==> config.mk <==
export PLATFORM = sky130hd
export DESIGN_NAME = nibble_reg_arbiter
export DESIGN_NICKNAME = d
export VERILOG_FILES = /design/src/rtl/nibble_reg_arbiter.sv
export SDC_FILE = /design/constraint.sdc
export NUM_CORES = 1
export LEC_CHECK = 0
export CORE_ASPECT_RATIO = 1.5
export CORE_MARGIN = 5
export CORE_UTILIZATION = 44
export CTS_CLUSTER_SIZE = 10
export DETAILED_ROUTE_END_ITERATION = 10
export DONT_BUFFER_PORTS = 1
export HOLD_SLACK_MARGIN = 0.08
export PLACE_DENSITY = 0.58
export SYNTH_ARGS = -nofsm -noshare
export SYNTH_HDL_FRONTEND = slang
export SYNTH_SLANG_ARGS = --single-unit
==> constraint.sdc <==
create_clock -name clk -period 1.47 [get_ports clk]
set_input_delay 0.147 -clock clk [delete_from_list [all_inputs] [get_ports clk]]
set_output_delay 0.147 -clock clk [all_outputs]
set_load 0.1 [all_outputs]
==> src/rtl/nibble_reg_arbiter.sv <==
// Round-robin arbiter merging masked writes into one shared register,
// with a registered change event and a registered single-bit read.
module nibble_reg_arbiter #(
  parameter int             NREQ      = 4,
  parameter int             W         = 4,
  parameter logic [W-1:0]   RESET_VAL = '0
) (
  input  logic                  clk,
  input  logic                  rst_n,
  input  logic [NREQ-1:0]       req,
  input  logic [NREQ*W-1:0]     wdata,
  input  logic [NREQ*W-1:0]     wmask,
  output logic [NREQ-1:0]       gnt,
  output logic [W-1:0]          reg_q,
  output logic                  chg,
  output logic [W-1:0]          chg_bits,
  input  logic [$clog2(W)-1:0]  rd_sel,
  output logic                  rd_bit
);

  localparam int IW = $clog2(NREQ);

  typedef enum logic {
    IDLE,
    WRITE
  } state_e;

  state_e          state_q, state_d;
  logic [IW-1:0]   ptr_q, ptr_d;
  logic [IW-1:0]   gidx_q, gidx_d;
  logic [NREQ-1:0] gnt_q, gnt_d;
  logic [W-1:0]    val_q, val_d;
  logic            chg_q, chg_d;
  logic [W-1:0]    chgb_q, chgb_d;
  logic            rdb_q;

  logic [IW-1:0]   win;
  logic            hit;
  logic [W-1:0]    d_sl, m_sl, merged;
  int              j;

  // Scan downward so the last hit kept is the nearest one above ptr.
  always_comb begin
    win = '0;
    hit = 1'b0;
    j   = 0;
    for (int k = NREQ - 1; k >= 0; k--) begin
      j = int'(ptr_q) + k;
      if (j >= NREQ) j = j - NREQ;
      if (req[j]) begin
        hit = 1'b1;
        win = IW'(j);
      end
    end
  end

  assign d_sl   = wdata[gidx_q*W +: W];
  assign m_sl   = wmask[gidx_q*W +: W];
  assign merged = (val_q & ~m_sl) | (d_sl & m_sl);

  always_comb begin
    state_d = state_q;
    ptr_d   = ptr_q;
    gidx_d  = gidx_q;
    gnt_d   = '0;
    val_d   = val_q;
    chg_d   = 1'b0;
    chgb_d  = '0;
    unique case (state_q)
      IDLE: begin
        if (hit) begin
          state_d    = WRITE;
          gidx_d     = win;
          gnt_d[win] = 1'b1;
        end
      end
      WRITE: begin
        val_d   = merged;
        chgb_d  = val_q ^ merged;
        chg_d   = |(val_q ^ merged);
        ptr_d   = (gidx_q == IW'(NREQ - 1)) ? '0
                                           : gidx_q + 1'b1;
        state_d = IDLE;
      end
      default: state_d = IDLE;
    endcase
  end

  always_ff @(posedge clk) begin
    if (!rst_n) begin
      state_q <= IDLE;
      ptr_q   <= '0;
      gidx_q  <= '0;
      gnt_q   <= '0;
      val_q   <= RESET_VAL;
      chg_q   <= 1'b0;
      chgb_q  <= '0;
      rdb_q   <= RESET_VAL[0];
    end else begin
      state_q <= state_d;
      ptr_q   <= ptr_d;
      gidx_q  <= gidx_d;
      gnt_q   <= gnt_d;
      val_q   <= val_d;
      chg_q   <= chg_d;
      chgb_q  <= chgb_d;
      rdb_q   <= val_q[rd_sel];
    end
  end

  assign gnt      = gnt_q;
  assign reg_q    = val_q;
  assign chg      = chg_q;
  assign chg_bits = chgb_q;
  assign rd_bit   = rdb_q;

endmodule

### Yosys cells after proc, flatten, opt, wreduce, memory -nomap -nowiden

Index checks and enable logic that the tools add are counted.

* register bits after elaboration: 19
* bits of input ports: 40
* output and inout port bits: 14
* logic and storage cells: 74

* add/sub/neg operators: 8
* $lt $le $gt $ge: 11
* equality and inequality tests: 1
* shift operators: 2
* muxes and demuxes: 31
* bitwise operators: 8
* reduce and logical (&&, ||, !) cells: 5

Operators with widths (count)
* $lt 32x4->1 const B: 4
* $mux 32: 4
* $shiftx 16x5->4: 2
* $mux 1: 15
* $sub 3x3->4 const B: 3
* $bmux 1 s2: 5
* $mux 2: 5
* $ge 3x3->1 const B: 3
* $and 4x4->4: 2
* $add 2x2->3 const B: 2
* $lt 2x3->1 const B: 2
* $not 4->4: 1
* $or 4x4->4: 1
* $reduce_and 2->1: 2
* $reduce_or 4->1: 1
* $sub 2x3->4 const B: 1
* $xor 4x4->4: 1
* $add 2x1->3 const B: 1
* $ge 2x3->1 const B: 1
* $not 1->1: 3
* $reduce_or 3->1: 1
* $add 2x1->2 const B: 1
* $demux 1 s2: 1
* $eq 2x2->1 const B: 1
* other kinds (3): 3

### Longest topological paths before layout

Gate-level depths: netlist of run 1.

* depth in word-level cells: 14
* depth in mapped cells: 5
* gate-level depth less buffers: 4

### Least setup slack after synthesis of run 1

OpenSTA, ideal clock, no wires.

* kind: reg2reg
* from: register val_q[1], in the netlist reg_q[1]
* to: register rdb_q, in the netlist rd_bit
* arrival time: 1.480 ns
* required time: 1.411 ns
* slack: -0.068 ns
* stages on the path, launching flop included: 3
* cell sequence: dfxtp_1 mux4_2 and2_1

* longest elaborated chain between the ends: 2

Ends and longest elaborated chain
* from (decl): line 32 `logic [W-1:0] val_q, val_d;`
* from (signal assigned): line 104 `val_q <= val_d;`
* $bmux 1 s2: line 107 `rdb_q <= val_q[rd_sel];`
* $mux 1 (implied by the code): line 107
* to (signal assigned): line 98 `rdb_q <= RESET_VAL[0];`
* to (signal assigned): line 107
* to (decl): line 35 `logic rdb_q;`

Every way passes these cells. The select of a mux whose other input is x is not followed.
A chain may end at the register's enable or synchronous reset.

### Worst setup path in the final report of run 1

* from: register gidx_q[0]
* to: register chg_q, in the netlist chg

* longest elaborated chain between the ends: 6

Ends and longest elaborated chain
* from (decl): line 30 `logic [IW-1:0] gidx_q, gidx_d;`
* from (signal assigned): line 102 `gidx_q <= gidx_d;`
* $shiftx 16x5->4: line 58 `assign m_sl = wmask[gidx_q*W +: W];`
* $not 4->4: line 59 `assign merged = (val_q & ~m_sl) | (d_sl & m_sl);`
* $and 4x4->4: line 59
* $or 4x4->4 (*): line 59
* $xor 4x4->4 (*): line 80 `chg_d = |(val_q ^ merged);`
* $reduce_or 4->1 (*): line 80
* to (signal assigned): line 105 `chg_q <= chg_d;`
* to (decl): line 33 `logic chg_q, chg_d;`

Mark *: on every way between the ends. The rest lies on a longest branch, timed or not.

==> impl_metrics.yaml, run 1 <==
cells_and_area:
  drive_above_1_share_pct: 34.2
  synthToLayoutAreaGrowth_pct: 22.5
  final_cells: 143
  n_antenna_cell: 0
  nNetsFinal: 162
sta:
  layout_setup_ws_ns: 0.0102
  slew_headroom_pct: 75.7
  drv_slew: 0
  worst_slew_pin_slew_ns: 0.363
  fin_crit_sh_pct: 99.3
  skew_ns: 0.0138
  setup_viol: 0
  rsz0062_at_grt: "yes"
  finalHoldViolations: 0
  final.setup.tns_ns: 0
  fin_crit_ns: 1.46
  max_freq_ghz: 0.685
place:
  gp_routability_congestion: 0.883
  dp_hpwl_um: 1990
  dp_cells: 137
  place_ws_ns: -0.0334
  io_buffer_count: 0
power:
  p_seq_share_pct: 45.9
  switching_share_pct: 36.8
  p_per_area_nw_per_um2: 1060
  p_comb_share_pct: 33.2
  peakVddDrop_mv: 0.754
  fin_total_pwr_mw: 1.26
  p_int_uw: 798
  switching_power_uw: 464
  clkPwrFrac_pct: 21.0
  p_leak_nw: 0.493
synthesis:
  synth_area_um2: 975
  synth_area_leaders: "dfxtp_1, mux4_2, nand2_1, a21oi_1, xor2_1"
  synthCells: 98
  synth_edf_count: 0
  ys_ff_latch: 19
  synthArstFlopShare_pct: 0
  yosys.area.top_type: "dfxtp_1"
  ys_seq_area_share_pct: 39.0
  yosysWarnings: 0
  yosys_most_used_dff: "dfxtp_1"
  synth_nets: 139
  synth_common_cells: "dfxtp_1, nand2_1, a21oi_1, mux4_2, nor2_1"
  ys_types: 27
  yosysTopAreaCellShare_pct: 39.0
  avgSynthCellArea_um2: 9.95
  yosysMostFrequentCell: "dfxtp_1"
worst_setup_path:
  critPathMaxStageDelay_ns: 0.53
  reg2reg_slack_ns: 0.01
  critPathCaptureType: "register"
  critPathRequiredTime_ns: 1.71
  critical_path_class: "register to register"
  worstPathMaxFanout: 7
  start_kind: "register"
  slowest_stage: "mux4_2"
  arrival_ns: 1.70
  crit_path_cell_trace: "mux4_2 -> xor2_1 -> nand2_1 -> a41oi_2"
clocking:
  cts_buffer_depth: 2
  cts_buffers: 3
  tritoncts: "built"
  clk_pin_slew_ns: 0.12
  htreeDepth: 1
  clock-sinks: 19
  clkLatencyLatePin_ns: 0.30
  cts_root_buf: "clkbuf_4"
grt:
  grt_use_total_pct: 15.4
  grt_max_degree: 12
  grt_pass1_vias: 834
  grt_pass1_wl_um: 3800
  antenna_found_initial: 0
  gr-total-overflow: 0
floorplanning:
  start_util_pct: 44.7
  core-area_um2: 2180
  fp-row-count: 21
  die_h_um: 67.6
  die_width_um: 48.4
  die-area_um2: 3280
  io_pins: 54
route:
  wl_per_cell_um: 17.0
  routed-via-count: 821
  via_per_inst: 5.74
  dr.pass1.iters: 4
  drc: 0
  totalWireLength_um: 2420
  drt_iter0_markers: 13
  antenna_left: 0
worst_hold_path:
  min_path_type: "input port to register"
run_status:
  run_status: "complete, no violations"
flow_run:
  drv_cap: 0
[critical path, delay by kind of cell (launching register included)]
kind             cells  cell delay [ns]
multiplexers         1             0.53
flip-flops           1             0.42
AO/OA/AOI/OAI        1             0.19
XOR/XNOR             1             0.15
AND/OR/NAND/NOR      1             0.10
[logic make-up (layout without fill, tap and decap cells)]
group	after synthesis	count (layout)	synth area share (%)
AOI/OAI and AO/OA	19	19	13.0
xor gates and xnor gates	4	4	3.59
adders and majority gates	1	1	1.28
buffers and inverters	8	30	4.11
DFF	19	19	39.0
muxes	11	11	22.8
and+or+nand+nor	36	36	16.2
[cell usage in the layout (no fill, tap or decap), types with 3 or more instances in the layout]
cell and n:
mux4_2 9, a21oi_1 9, buf_4 21, xor2_1 4
inv_1 4, nor3_1 4, nand3_1 4, clkbuf_4 3
nand2_1 13, dfxtp_1 14, dfxtp_2 4, nor2_1 9
nand2b_1 3
[what timing repair did]
| action | in CTS | in global routing |
|---|---|---|
| setup endpoints to repair | 3 | 6 |
| pin swaps | 0 | 6 |
| buffers inserted | 1 | 0 |
| resized for setup | 1 | 3 |
| hold endpoints to repair | 12 | 0 |
| hold buffers | 1 | 0 |
[through the flow]
step	cell area, um^2	hold slack (ns)	util, %
global placement	1130	0.279	52.0
CTS	1180	0.0801	54.2
detailed placement	1130	0.281	52.0
finish	1190	0.0951	54.7
floorplan	981	0.264	-
global route	1190	0.0864	54.7
[power groups by stage]
| stage | Clock [mW] | Combinational [mW] | Sequential (mW) |
|---|---|---|---|
| 2_1_floorplan | 0 | 0.189 | 0.731 |
| 3_3_place_gp | 0 | 0.400 | 0.591 |
| 3_5_place_dp | 0 | 0.404 | 0.592 |
| 4_1_cts | 0.271 | 0.412 | 0.579 |
| 5_1_grt | 0.298 | 0.447 | 0.585 |
| 6_report | 0.265 | 0.418 | 0.578 |
[registers in the layout, summed over array words and instances (netlist names)]
| name | count |
|---|---|
| chg_bits | 4 |
| gnt | 4 |
| reg_q | 4 |
| gidx_q | 2 |
| ptr_q | 2 |
| chg | 1 |
| rd_bit | 1 |
| state_q | 1 |
[metal layers]
layer  GRT usage [%]  vias to the layer above  wire (um)
li1                -                      403          -
met1            17.2                      384        909
met2            25.3                       32       1250
met3            6.40                        2        249
met4            7.27                        0         16
met5               0                        -          0
[cell type report]
cell class / instances / area (um^2)
tap: 23 / 28.8
fill: 210 / 987
multi-input combinational: 71 / 566
clock buffer: 3 / 22.5
timing repair buffer: 22 / 168
inverter: 4 / 15.0
clock inverter: 1 / 5.00
sequential: 19 / 389
[final timing paths]
kind,from,endpoint,cells after the start
hold / removal,req[3],gnt[1],2
setup / recovery,gidx_q[0],chg,4
setup reg to reg,gidx_q[0],chg,4
hold reg to reg,reg_q[3],reg_q[3],2
No activity file was read; power rests on OpenSTA's default activity.
==> run 2, diff against run 1 <==
--- a/config.mk
+++ b/config.mk
@@ -13,6 +13,7 @@
 export DONT_BUFFER_PORTS = 1
 export HOLD_SLACK_MARGIN = 0.08
 export PLACE_DENSITY = 0.58
+export SLEW_MARGIN = 20
 export SYNTH_ARGS = -nofsm -noshare
 export SYNTH_HDL_FRONTEND = slang
 export SYNTH_SLANG_ARGS = --single-unit
==> results of run 2 <==
Same layout as run 1: the final DEF is identical, and so are final timing and power.
==> RTL edit: new RTL, settings of run 2 <==
Set the parameter `W` to 8 (it was 4).
--- a/src/rtl/nibble_reg_arbiter.sv
+++ b/src/rtl/nibble_reg_arbiter.sv
@@ -2,7 +2,7 @@
 // with a registered change event and a registered single-bit read.
 module nibble_reg_arbiter #(
   parameter int             NREQ      = 4,
-  parameter int             W         = 4,
+  parameter int             W         = 8,
   parameter logic [W-1:0]   RESET_VAL = '0
 ) (
   input  logic                  clk,
Interface: changed (5 resized); port bits go from 54 to 95. The function was not compared with the original's and may differ.
==> RTL edit against run 2 <==
- the run now ends with negative setup slack left
- power is 61% higher
- routed wire length is 83% higher
- die area is 46% higher
- sequential cell count is 8 higher
- maximum frequency is 11% lower
- sequential share of layout area is 5.7 points lower
- critical path depth is 1 higher
- final area is 73% higher
- clock power is 57% higher
- count of clock-buffer cells in the layout stayed put
- synthesized area is 57% higher
- global-route usage is 2.8 points higher
- sequential power is 42% higher
- worst setup slack worse by 0.18 ns
- largest cell class unchanged
- largest power group unchanged
- highest routed layer unchanged
==> RTL edit: results (changes against run 2) <==
Status
  • Status: finished with violations (was finished clean)
  • Failing checks: negative setup slack

STA
  • Setup violators final: 10 (was 0)
  • Final setup TNS: -0.704 ns (was 0 ns)
  • Worst Slack Setup Final: -0.169 ns (was 0.0102 ns)
  • Worst Skew: 0.00788 ns (was 0.0138 ns)
  • Worst Tran Pin Value: 0.481 ns (was 0.363 ns)

Global route
  • Gr usage total: 18.2% (was 15.4%)
  • Vias in the first global route: 1,380 (was 834)

Power
  • Leak pwr: 0.804 nW (was 0.493 nW)
  • IR Drop Worst-Case VDD: 0.667 mV (was 0.754 mV)

Worst setup path
  • Reg2Reg Depth: 5 (was 4)
  • Crit path DAT: 1.79 ns (was 1.70 ns)
  • Worst-path maximum fanout: 8 (was 7)

Finish
  • Layout cells sized above 1: 49.7% (was 34.2%)
  • NumNets Final: 262 (was 162)
  • # fillers: 292 (was 210)
  • Non-filler instance count after layout: 229 (was 143)

Placed design
  • GPL Wtd Cong: 0.863 (was 0.883)
  • Pre-CTS WS: -0.228 ns (was -0.0334 ns)
  • Placed cell count: 217 (was 137)
  • HPWL after DPL: 3620 um (was 1990 um)

Clock tree
  • Root Buffer Master: clkbuf_8 (was clkbuf_4)

Yosys
  • Top cells by area, synth: dfxtp_1 35%, mux4_2 27%, nand2_1 6.6% (was dfxtp_1 39%, mux4_2 21%, nand2_1 5.4%)
  • Seq/Total Area, Yosys: 35.4% (was 39.0%)
  • Post-synth cell types: 29 (was 27)
  • List of most frequent post-synthesis cells: 27 x dfxtp_1, 27 x nand2_1, 18 x mux4_2 (was 19 x dfxtp_1, 14 x nand2_1, 9 x a21oi_1, 9 x mux4_2, 9 x nor2_1)
  • Cell count after synthesis: 150 (was 98)

Drt
  • Via count: 1,332 (was 821)
  • WL final: 4430 um (was 2420 um)
  • Drt initial violations: 14 (was 13)
==> RTL edit: layout make-up <==
| type | count | area share, % |
|---|---|---|
| Multi-Input combinational cell | 112 | 49.5 |
| Sequential cell | 27 | 26.9 |
| Timing Repair Buffer | 41 | 18.2 |
| Tap cell | 42 | 2.55 |
| Clock buffer | 3 | 2.00 |
| Inverter | 3 | 0.546 |
| Clock inverter | 1 | 0.243 |
==> RTL edit: metrics by stage <==
stage | cell area, um2 | util (%) | power (mW)
final | 2060 | 60.9 | 2.03
after floorplan | 1540 | - | 1.38
after global placement | 1810 | 53.5 | 1.51
after global routing | 2060 | 60.9 | 2.11
after detailed placement | 1810 | 53.5 | 1.53
after CTS | 1990 | 58.7 | 1.99
==> RTL edit: critical path, cell delays in order (launching register included) <==
cell     delay [ns]
dfxtp_4        0.38
buf_12         0.13
mux4_2         0.54
xor2_2         0.18
a22oi_2        0.19
a41oi_1        0.11
==> RTL edit: path summary, 6_finish.rpt <==
check / start / slack [ns] / to
setup / recovery: gidx_q[0] / -0.17 / chg
setup reg to reg: gidx_q[0] / -0.17 / chg
hold / removal: req[3] / 0.11 / gnt[0]
hold reg to reg: reg_q[7] / 0.50 / reg_q[7]
==> RTL edit: cells by family (layout without fill, tap and decap cells) <==
group | after synthesis | in the layout | share of synthesized area, %
AND/OR/NAND/NOR | 58 | 58 | 16.4
flip-flops | 27 | 27 | 35.4
AO/OA/AOI/OAI | 23 | 23 | 9.34
multiplexers | 22 | 22 | 29.2
buffers and inverters | 11 | 48 | 4.26
XOR/XNOR | 8 | 8 | 4.59
adder cells (fa/ha/maj) | 1 | 1 | 0.820
==> RTL edit: repair_timing <==
item	CTS	global route
hold buffers	2	0
setup buffers	6	0
endpoints found under the hold margin	5	0
resized for setup	16	18
endpoints found under the setup margin	10	20
pin swaps	7	9
==> RTL edit: power by group <==
group | switching (mW) | total (mW) | internal (mW)
registers | 0.0411 | 0.818 | 0.777
clock network | 0.227 | 0.416 | 0.190
logic | 0.477 | 0.793 | 0.316
total | 0.745 | 2.03 | 1.28
==> RTL edit: per-layer routing <==
metal  part of all wire, %  track usage (%)  up-vias  wire (um)
met4                   2.1             6.03        0         93
met5                     0                0        -          0
li1                      -                -      620          -
met2                    54             33.0       51       2410
met1                    34             20.0      653       1510
met3                   9.5             5.60        8        422
